`src/rtl/inv_mix_columns.sv`:
```
// inv_mix_columns: byte-serial AES InvMixColumns with per-column bypass and 4-cycle latency
// Ports:
//    clock, reset_n      rising-edge clock, asynchronous active-low reset
//    in_valid, in_byte   accepted state byte, rows 0..3 of each column in order
//    bypass              sampled with row 0; 1 passes the column through unchanged
//    out_valid, out_byte result byte stream, rows 0..3 of each column in order
//    out_last            marks the 16th output byte of each block
module inv_mix_columns (
   input  logic       clock,
   input  logic       reset_n,
   input  logic       in_valid,
   input  logic [7:0] in_byte,
   input  logic       bypass,
   output logic       out_valid,
   output logic [7:0] out_byte,
   output logic       out_last
);
   logic [1:0]  row, col, drain;
   logic [7:0]  a0, a1, a2;
   logic        byp, tag, load;
   logic [23:0] sh;
   logic [7:0]  r0, r1, r2, r3;
   logic [31:0] res;

   function automatic logic [7:0] xt(input logic [7:0] x);
      return {x[6:0], 1'b0} ^ (x[7] ? 8'h1b : 8'h00);
   endfunction
   function automatic logic [7:0] m9(input logic [7:0] x);
      return xt(xt(xt(x))) ^ x;
   endfunction
   function automatic logic [7:0] mb(input logic [7:0] x);
      return xt(xt(xt(x))) ^ xt(x) ^ x;
   endfunction
   function automatic logic [7:0] md(input logic [7:0] x);
      return xt(xt(xt(x))) ^ xt(xt(x)) ^ x;
   endfunction
   function automatic logic [7:0] me(input logic [7:0] x);
      return xt(xt(xt(x))) ^ xt(xt(x)) ^ xt(x);
   endfunction

   // row 3 is never stored: the live in_byte completes the column on the load edge
   always_comb begin
      load = in_valid && row == 2'd3;
      r0   = me(a0) ^ mb(a1) ^ md(a2) ^ m9(in_byte);
      r1   = me(a1) ^ mb(a2) ^ md(in_byte) ^ m9(a0);
      r2   = me(a2) ^ mb(in_byte) ^ md(a0) ^ m9(a1);
      r3   = me(in_byte) ^ mb(a0) ^ md(a1) ^ m9(a2);
      res  = byp ? {a0, a1, a2, in_byte} : {r0, r1, r2, r3};
   end

   always_ff @(posedge clock or negedge reset_n) begin
      if (!reset_n) begin
         row       <= 2'd0;
         col       <= 2'd0;
         drain     <= 2'd0;
         a0        <= 8'h00;
         a1        <= 8'h00;
         a2        <= 8'h00;
         byp       <= 1'b0;
         tag       <= 1'b0;
         sh        <= 24'h0;
         out_valid <= 1'b0;
         out_byte  <= 8'h00;
         out_last  <= 1'b0;
      end else begin
         if (in_valid) begin
            row <= row + 2'd1;
            if (row == 2'd3) col <= col + 2'd1;
            if (row == 2'd0) begin
               a0  <= in_byte;
               byp <= bypass;
            end
            if (row == 2'd1) a1 <= in_byte;
            if (row == 2'd2) a2 <= in_byte;
         end
         // a load can only land on the cycle after r3, so it simply overrides the drain
         if (load) begin
            out_valid <= 1'b1;
            out_byte  <= res[31:24];
            sh        <= res[23:0];
            drain     <= 2'd0;
            tag       <= col == 2'd3;
            out_last  <= 1'b0;
         end else if (out_valid) begin
            drain     <= drain + 2'd1;
            out_valid <= drain != 2'd3;
            out_last  <= tag && drain == 2'd2;
            sh        <= {sh[15:0], 8'h00};
            if (drain != 2'd3) out_byte <= sh[23:16];
         end
      end
   end
endmodule

```
`config.mk`:
```
export PLATFORM = sky130hd
export DESIGN_NAME = inv_mix_columns
export DESIGN_NICKNAME = d
export VERILOG_FILES = /design/src/rtl/inv_mix_columns.sv
export SDC_FILE = /design/constraint.sdc
export NUM_CORES = 1
export LEC_CHECK = 0
export CORE_UTILIZATION = 55
export DETAILED_ROUTE_END_ITERATION = 8
export GPL_TIMING_DRIVEN = 0
export HOLD_SLACK_MARGIN = 0.06
export PLACE_DENSITY = 0.7
export SYNTH_ARGS = -nofsm -noshare
export SYNTH_HDL_FRONTEND = slang
export SYNTH_SLANG_ARGS = --single-unit
```
`constraint.sdc`:
```
create_clock -name clock -period 4.1 [get_ports clock]
set_input_delay 0.41 -clock clock [delete_from_list [all_inputs] [get_ports clock]]
set_output_delay 0.41 -clock clock [all_outputs]
set_load 0.05 [all_outputs]
```
=== After elaboration in Yosys (flattened, before gate mapping) ===
Index checks and enable logic that the tools add are counted.

* Add/sub/neg operators: 3
* Equality and inequality tests: 6
* Muxes and demuxes: 24
* Bitwise gates (word level): 48
* Reductions and logical operators: 10

{| class="wikitable"
|+ Operators by type and width
! kind !! count
|-
| $xor A8 B8 Y8 || 38
|-
| $xor A8 B5 Y8 || 10
|-
| $mux W5 || 12
|-
| $mux W24 || 2
|-
| $mux W32 || 1
|-
| $mux W8 || 3
|-
| $reduce_and A2 Y1 || 5
|-
| $eq A2 B2 Y1 const B || 4
|-
| $add A2 B1 Y2 const B || 3
|-
| $mux W1 || 4
|-
| $mux W2 || 2
|-
| $reduce_bool A2 Y1 || 2
|-
| $eq A2 B1 Y1 const B || 1
|-
| $logic_and A1 B1 Y1 || 2
|-
| $logic_not A2 Y1 || 1
|-
| $ne A2 B2 Y1 const B || 1
|}

* Flip-flop bits (word level): 66
* Input port bits: 12
* Output and inout port bits: 10
* Word-level logic and storage cells: 103

=== Depth between registers and ports, before layout ===
* Word-level depth: 13
* Depth in mapped cells: 6
* Gate-level depth less buffers: 5

=== Least setup slack after synthesis ===
OpenSTA, ideal clock, no wires.

* Path kind: register -> register
* Start: register a1[6]
* End: register sh[4]
* Library setup time: 0.076 ns
* Arrival: 1.967 ns
* Data required time: 4.024 ns
* Slack: 2.057 ns
* Cell stages (with the launch flop): 7
* Path buffers: 1
* Period minus slack after synthesis: 2.043 ns
* Cell sequence: dfrtp_1 buf_4 xnor3_2 xnor2_2 xnor3_2 xnor3_1 o21ai_1

* Cells in the longest elaborated chain, start to end: 10

{| class="wikitable"
|+ Ends and longest elaborated chain
! item !! RTL line !! RTL
|-
| start: declaration || 19 || <nowiki>logic [7:0] a0, a1, a2;</nowiki>
|-
| start signal: assignment || 73 || <nowiki>if (row == 2'd1) a1 <= in_byte;</nowiki>
|-
| $xor A8 B5 Y8 * || 26 || <nowiki>return {x[6:0], 1'b0} ^ (x[7] ? 8'h1b : 8'h00);</nowiki>
|-
| $mux W5 * || 26 ||
|-
| $xor A8 B8 Y8 * || 26 ||
|-
| $xor A8 B5 Y8 || 26 ||
|-
| $xor A8 B8 Y8 * (2 in series) || 35 || <nowiki>return xt(xt(xt(x))) ^ xt(xt(x)) ^ x;</nowiki>
|-
| $xor A8 B8 Y8 * (2 in series) || 47 || <nowiki>r3 = me(in_byte) ^ mb(a0) ^ md(a1) ^ m9(a2);</nowiki>
|-
| $mux W32 * || 48 || <nowiki>res = byp ? {a0, a1, a2, in_byte} : {r0, r1, r2, r3};</nowiki>
|-
| $mux W24 * || 77 || <nowiki>if (load) begin</nowiki>
|-
| end signal: assignment || 80 || <nowiki>sh <= res[23:0];</nowiki>
|-
| end signal: assignment || 88 || <nowiki>sh <= {sh[15:0], 8'h00};</nowiki>
|-
| end: declaration || 21 || <nowiki>logic [23:0] sh;</nowiki>
|}

Every way passes the cells marked *; elsewhere a longest branch is shown, timed or not.
A chain may end at the register's enable or synchronous reset.

=== Worst setup path after layout ===
* Start: input in_byte[7]
* End: register out_byte[2]

* Cells in the longest elaborated chain, start to end: 8

{| class="wikitable"
|+ Ends and longest elaborated chain
! item !! RTL line !! RTL
|-
| start: declaration || 12 || <nowiki>input logic [7:0] in_byte,</nowiki>
|-
| $mux W5 || 26 ||
|-
| $xor A8 B5 Y8 (3 in series) || 26 ||
|-
| $xor A8 B8 Y8 || 29 || <nowiki>return xt(xt(xt(x))) ^ x;</nowiki>
|-
| $xor A8 B8 Y8 || 44 || <nowiki>r0 = me(a0) ^ mb(a1) ^ md(a2) ^ m9(in_byte);</nowiki>
|-
| $mux W32 || 48 ||
|-
| $mux W8 || 77 ||
|-
| end signal: assignment || 79 || <nowiki>out_byte <= res[31:24];</nowiki>
|-
| end signal: assignment || 89 || <nowiki>if (drain != 2'd3) out_byte <= sh[23:16];</nowiki>
|-
| end: declaration || 15 || <nowiki>output logic [7:0] out_byte,</nowiki>
|}

Every way passes these cells.

==> impl_metrics.json <==
{
  "run_status": "completed",
  "post_cts.resized_instances": 0,
  "detail_route.vias_per_cell": 5.75,
  "diodes": 0,
  "ys_warn_count": 0,
  "detailed_place.area_mm2": 0.00598,
  "nNetsFinal": 524,
  "hold_viol_final": 0,
  "clkLatencyLatePin_ns": 0.38,
  "grt_use_total_pct": 29.0,
  "grt_max_degree": 67,
  "avgRoutedWirePerCell_um": 22.4,
  "worstSetupPathType": "in -> reg",
  "numCtsBuffers": 9,
  "yosys.area_share.simple_pct": 5.63,
  "drt_wl_total_um": 14400,
  "post_synth_xor_area_fraction_pct": 42.2,
  "antenna_found_initial": 0,
  "first_iter_violations": 267,
  "drc": 0,
  "grt_pass1_wl_um": 22900,
  "synth.cell_area_mm2": 0.00569,
  "pre_cts_slack_ns": 1.29,
  "h_tree_lvls": 3,
  "layout_setup_ws_ns": 1.67,
  "path_clk_slew_ns": 0.10,
  "boundaryPins": 22,
  "seq_area_frac_synth_pct": 29.0,
  "yosys_register_bits": 66,
  "cts-root-to-sink-buffers": 2,
  "path_class_of_the_lowest_slack_min_delay_path": "in -> async",
  "regArea_mm2": 0.00165,
  "timing.critical_path.from_type": "primary input",
  "cts_tree": "yes",
  "fill_cells": 820,
  "antenna_violating_nets_post_route": 0,
  "design.die.area_mm2": 0.0108,
  "fin_worst_hold_slack_ns": 0.114,
  "worst-slew-pin-transition_ns": 0.851,
  "topRoutingLayerUsed": "met4",
  "fp.coreArea_mm2": 0.00991,
  "worstPathMaxFanout": 10,
  "routedLengthMet1_um": 6320,
  "number_of_global_route_vias_before_repair": 3921,
  "clock_tree.root_cell": "clkbuf_8",
  "synth_compound_area_share_pct": 6.71,
  "worstSetupEndpointType": "flop",
  "avgSynthCellArea_um2": 11.8,
  "finalSetupViolations": 0,
  "grt.overflow.total": 0,
  "achievable-frequency_ghz": 0.412,
  "initial_core_util_pct": 57.4,
  "post_route_cells_drive_above_1_share_pct": 18.8,
  "cts.hold.buffers_added": 0,
  "most-common-layout-cells": "101 x xnor2_1, 66 x dfrtp_1, 37 x xnor3_1",
  "cap_violations": 0,
  "worstPathRequired_ns": 4.33,
  "number_of_buffers_inserted_by_port_buffering": 13,
  "gp_congestion": 0.941,
  "die_h_um": 104,
  "cts_setup_buffers": 0,
  "stdcell_area_mm2": 0.00622,
  "multiInputGateArea_mm2": 0.00377,
  "dieWidth_um": 104,
  "timing_max_transition_violations_final": 0,
  "combinational_family_with_the_most_area_after_synthesis": "XOR/XNOR gates",
  "synth_cell_types": 39,
  "grt_setup_unrepaired": "no",
  "area_growth_pct": 9.41,
  "crit_arrival_ns": 2.66,
  "finalCritPeriodShare_pct": 59.2,
  "core.rowCount": 36,
  "synthesis.instances": 481,
  "place_hpwl_um": 10700,
  "detailroute.via_count": 3697,
  "most_frequent_standard_cell_in_the_layout_excluding_fill_and_tap_cells": "xnor2_1",
  "met2WireLength_um": 6780,
  "synth_nets": 500,
  "worst_case_headroom_to_the_max_slew_limit_pct": 43.3,
  "finalCriticalPeriod_ns": 2.43,
  "clock-sinks": 66,
  "synth_adder_area_share_pct": 1.54,
  "met3_wirelength_um": 803,
  "drt_pre_antenna_iters": 5,
  "timing.setup.tns_ns": 0,
  "synthMuxAreaShare_pct": 10.3,
  "fin_worst_skew_ns": 0.0212
}
[critical path, cell delays in order]
cell and delay, ns:
clkdlybuf4s50_1 0.50, buf_2 0.33, xor2_2 0.36, xnor3_1 0.54, xnor3_1 0.20, mux2i_1 0.21
a21oi_1 0.11
[final cells by class]
cell class | count | area share (%)
Clock buffer | 10 | 2.05
Tap cell | 133 | 2.67
Multi-Input combinational cell | 365 | 60.6
Timing Repair Buffer | 13 | 2.05
Buffer | 46 | 4.00
Clock inverter | 6 | 1.83
Sequential cell | 66 | 26.5
Inverter | 4 | 0.241
[per-layer routing]
metal | vias to the layer above | GRT usage (%)
met5 | - | 0
met4 | 0 | 13.8
met3 | 39 | 3.90
met2 | 129 | 46.7
met1 | 1859 | 38.9
li1 | 1670 | -
[stage by stage]
| stage | std cells | util [%] |
|---|---|---|
| 6_report | 643 | 62.8 |
| 5_1_grt | 643 | 62.8 |
| 4_1_cts | 643 | 62.8 |
| 3_5_place_dp | 627 | 60.4 |
| 3_3_place_gp | 627 | 60.4 |
| 2_1_floorplan | 481 | - |
[path summary, 6_finish.rpt]
kind	from	endpoint	slack, ns	cells after the start
worst min-delay path	reset_n	a2[3]$_DFFE_PN0P_	0.11	1
worst max-delay path	in_byte[7]	out_byte[2]$_DFFE_PN0P_	1.67	7
worst min register to register	col[0]$_DFFE_PN0P_	col[0]$_DFFE_PN0P_	0.49	1
min in group clock	in_valid	row[1]$_DFFE_PN0P_	0.43	3
worst max register to register	a0[7]$_DFFE_PN0P_	out_byte[0]$_DFFE_PN0P_	1.75	6
max in group asynchronous	reset_n	a1[1]$_DFFE_PN0P_	3.39	1
[kinds of logic after synthesis]
logic type,after synthesis
AO/OA/AOI/OAI,62
XOR/XNOR,185
adder cells (fa/ha/maj),7
buffers and inverters,50
flip-flops,66
multiplexers,54
AND/OR/NAND/NOR,57
[sequential cells by signal (all words and copies together) (netlist names)]
| signal | cells |
|---|---|
| sh | 24 |
| a2 | 8 |
| out_last | 1 |
| a1 | 8 |
| tag | 1 |
| out_byte | 8 |
| out_valid | 1 |
| row | 2 |
| a0 | 8 |
| byp | 1 |
| drain | 2 |
| col | 2 |
[Yosys cell counts (all sizes together)]
cell type	count	area, um^2
xnor2	109	1050
dfrtp	66	1650
xnor3	41	931
mux2	36	405
xor2	29	277
buf	27	176
a21oi	24	120
o21ai	20	100
clkbuf	19	72.6
nand2	19	71.3
mux2i	18	180
nand3b	14	105
nor3b	8	60.1
ha	7	87.6
nand2b	6	37.5
nor2	6	22.5
o211a	6	60.1
xor3	6	143
a31oi	4	25.0
inv	4	15.0
a211oi	2	15.0
a221oi	2	30.0
nor2b	2	12.5
o21a	2	15.0
and2	1	6.26
nand3	1	5.00
o211ai	1	7.51
o31a	1	8.76
Power is left out: the tool's default activity adds up to more than one toggle a clock period on the data nets, which glitch-free logic cannot reach.
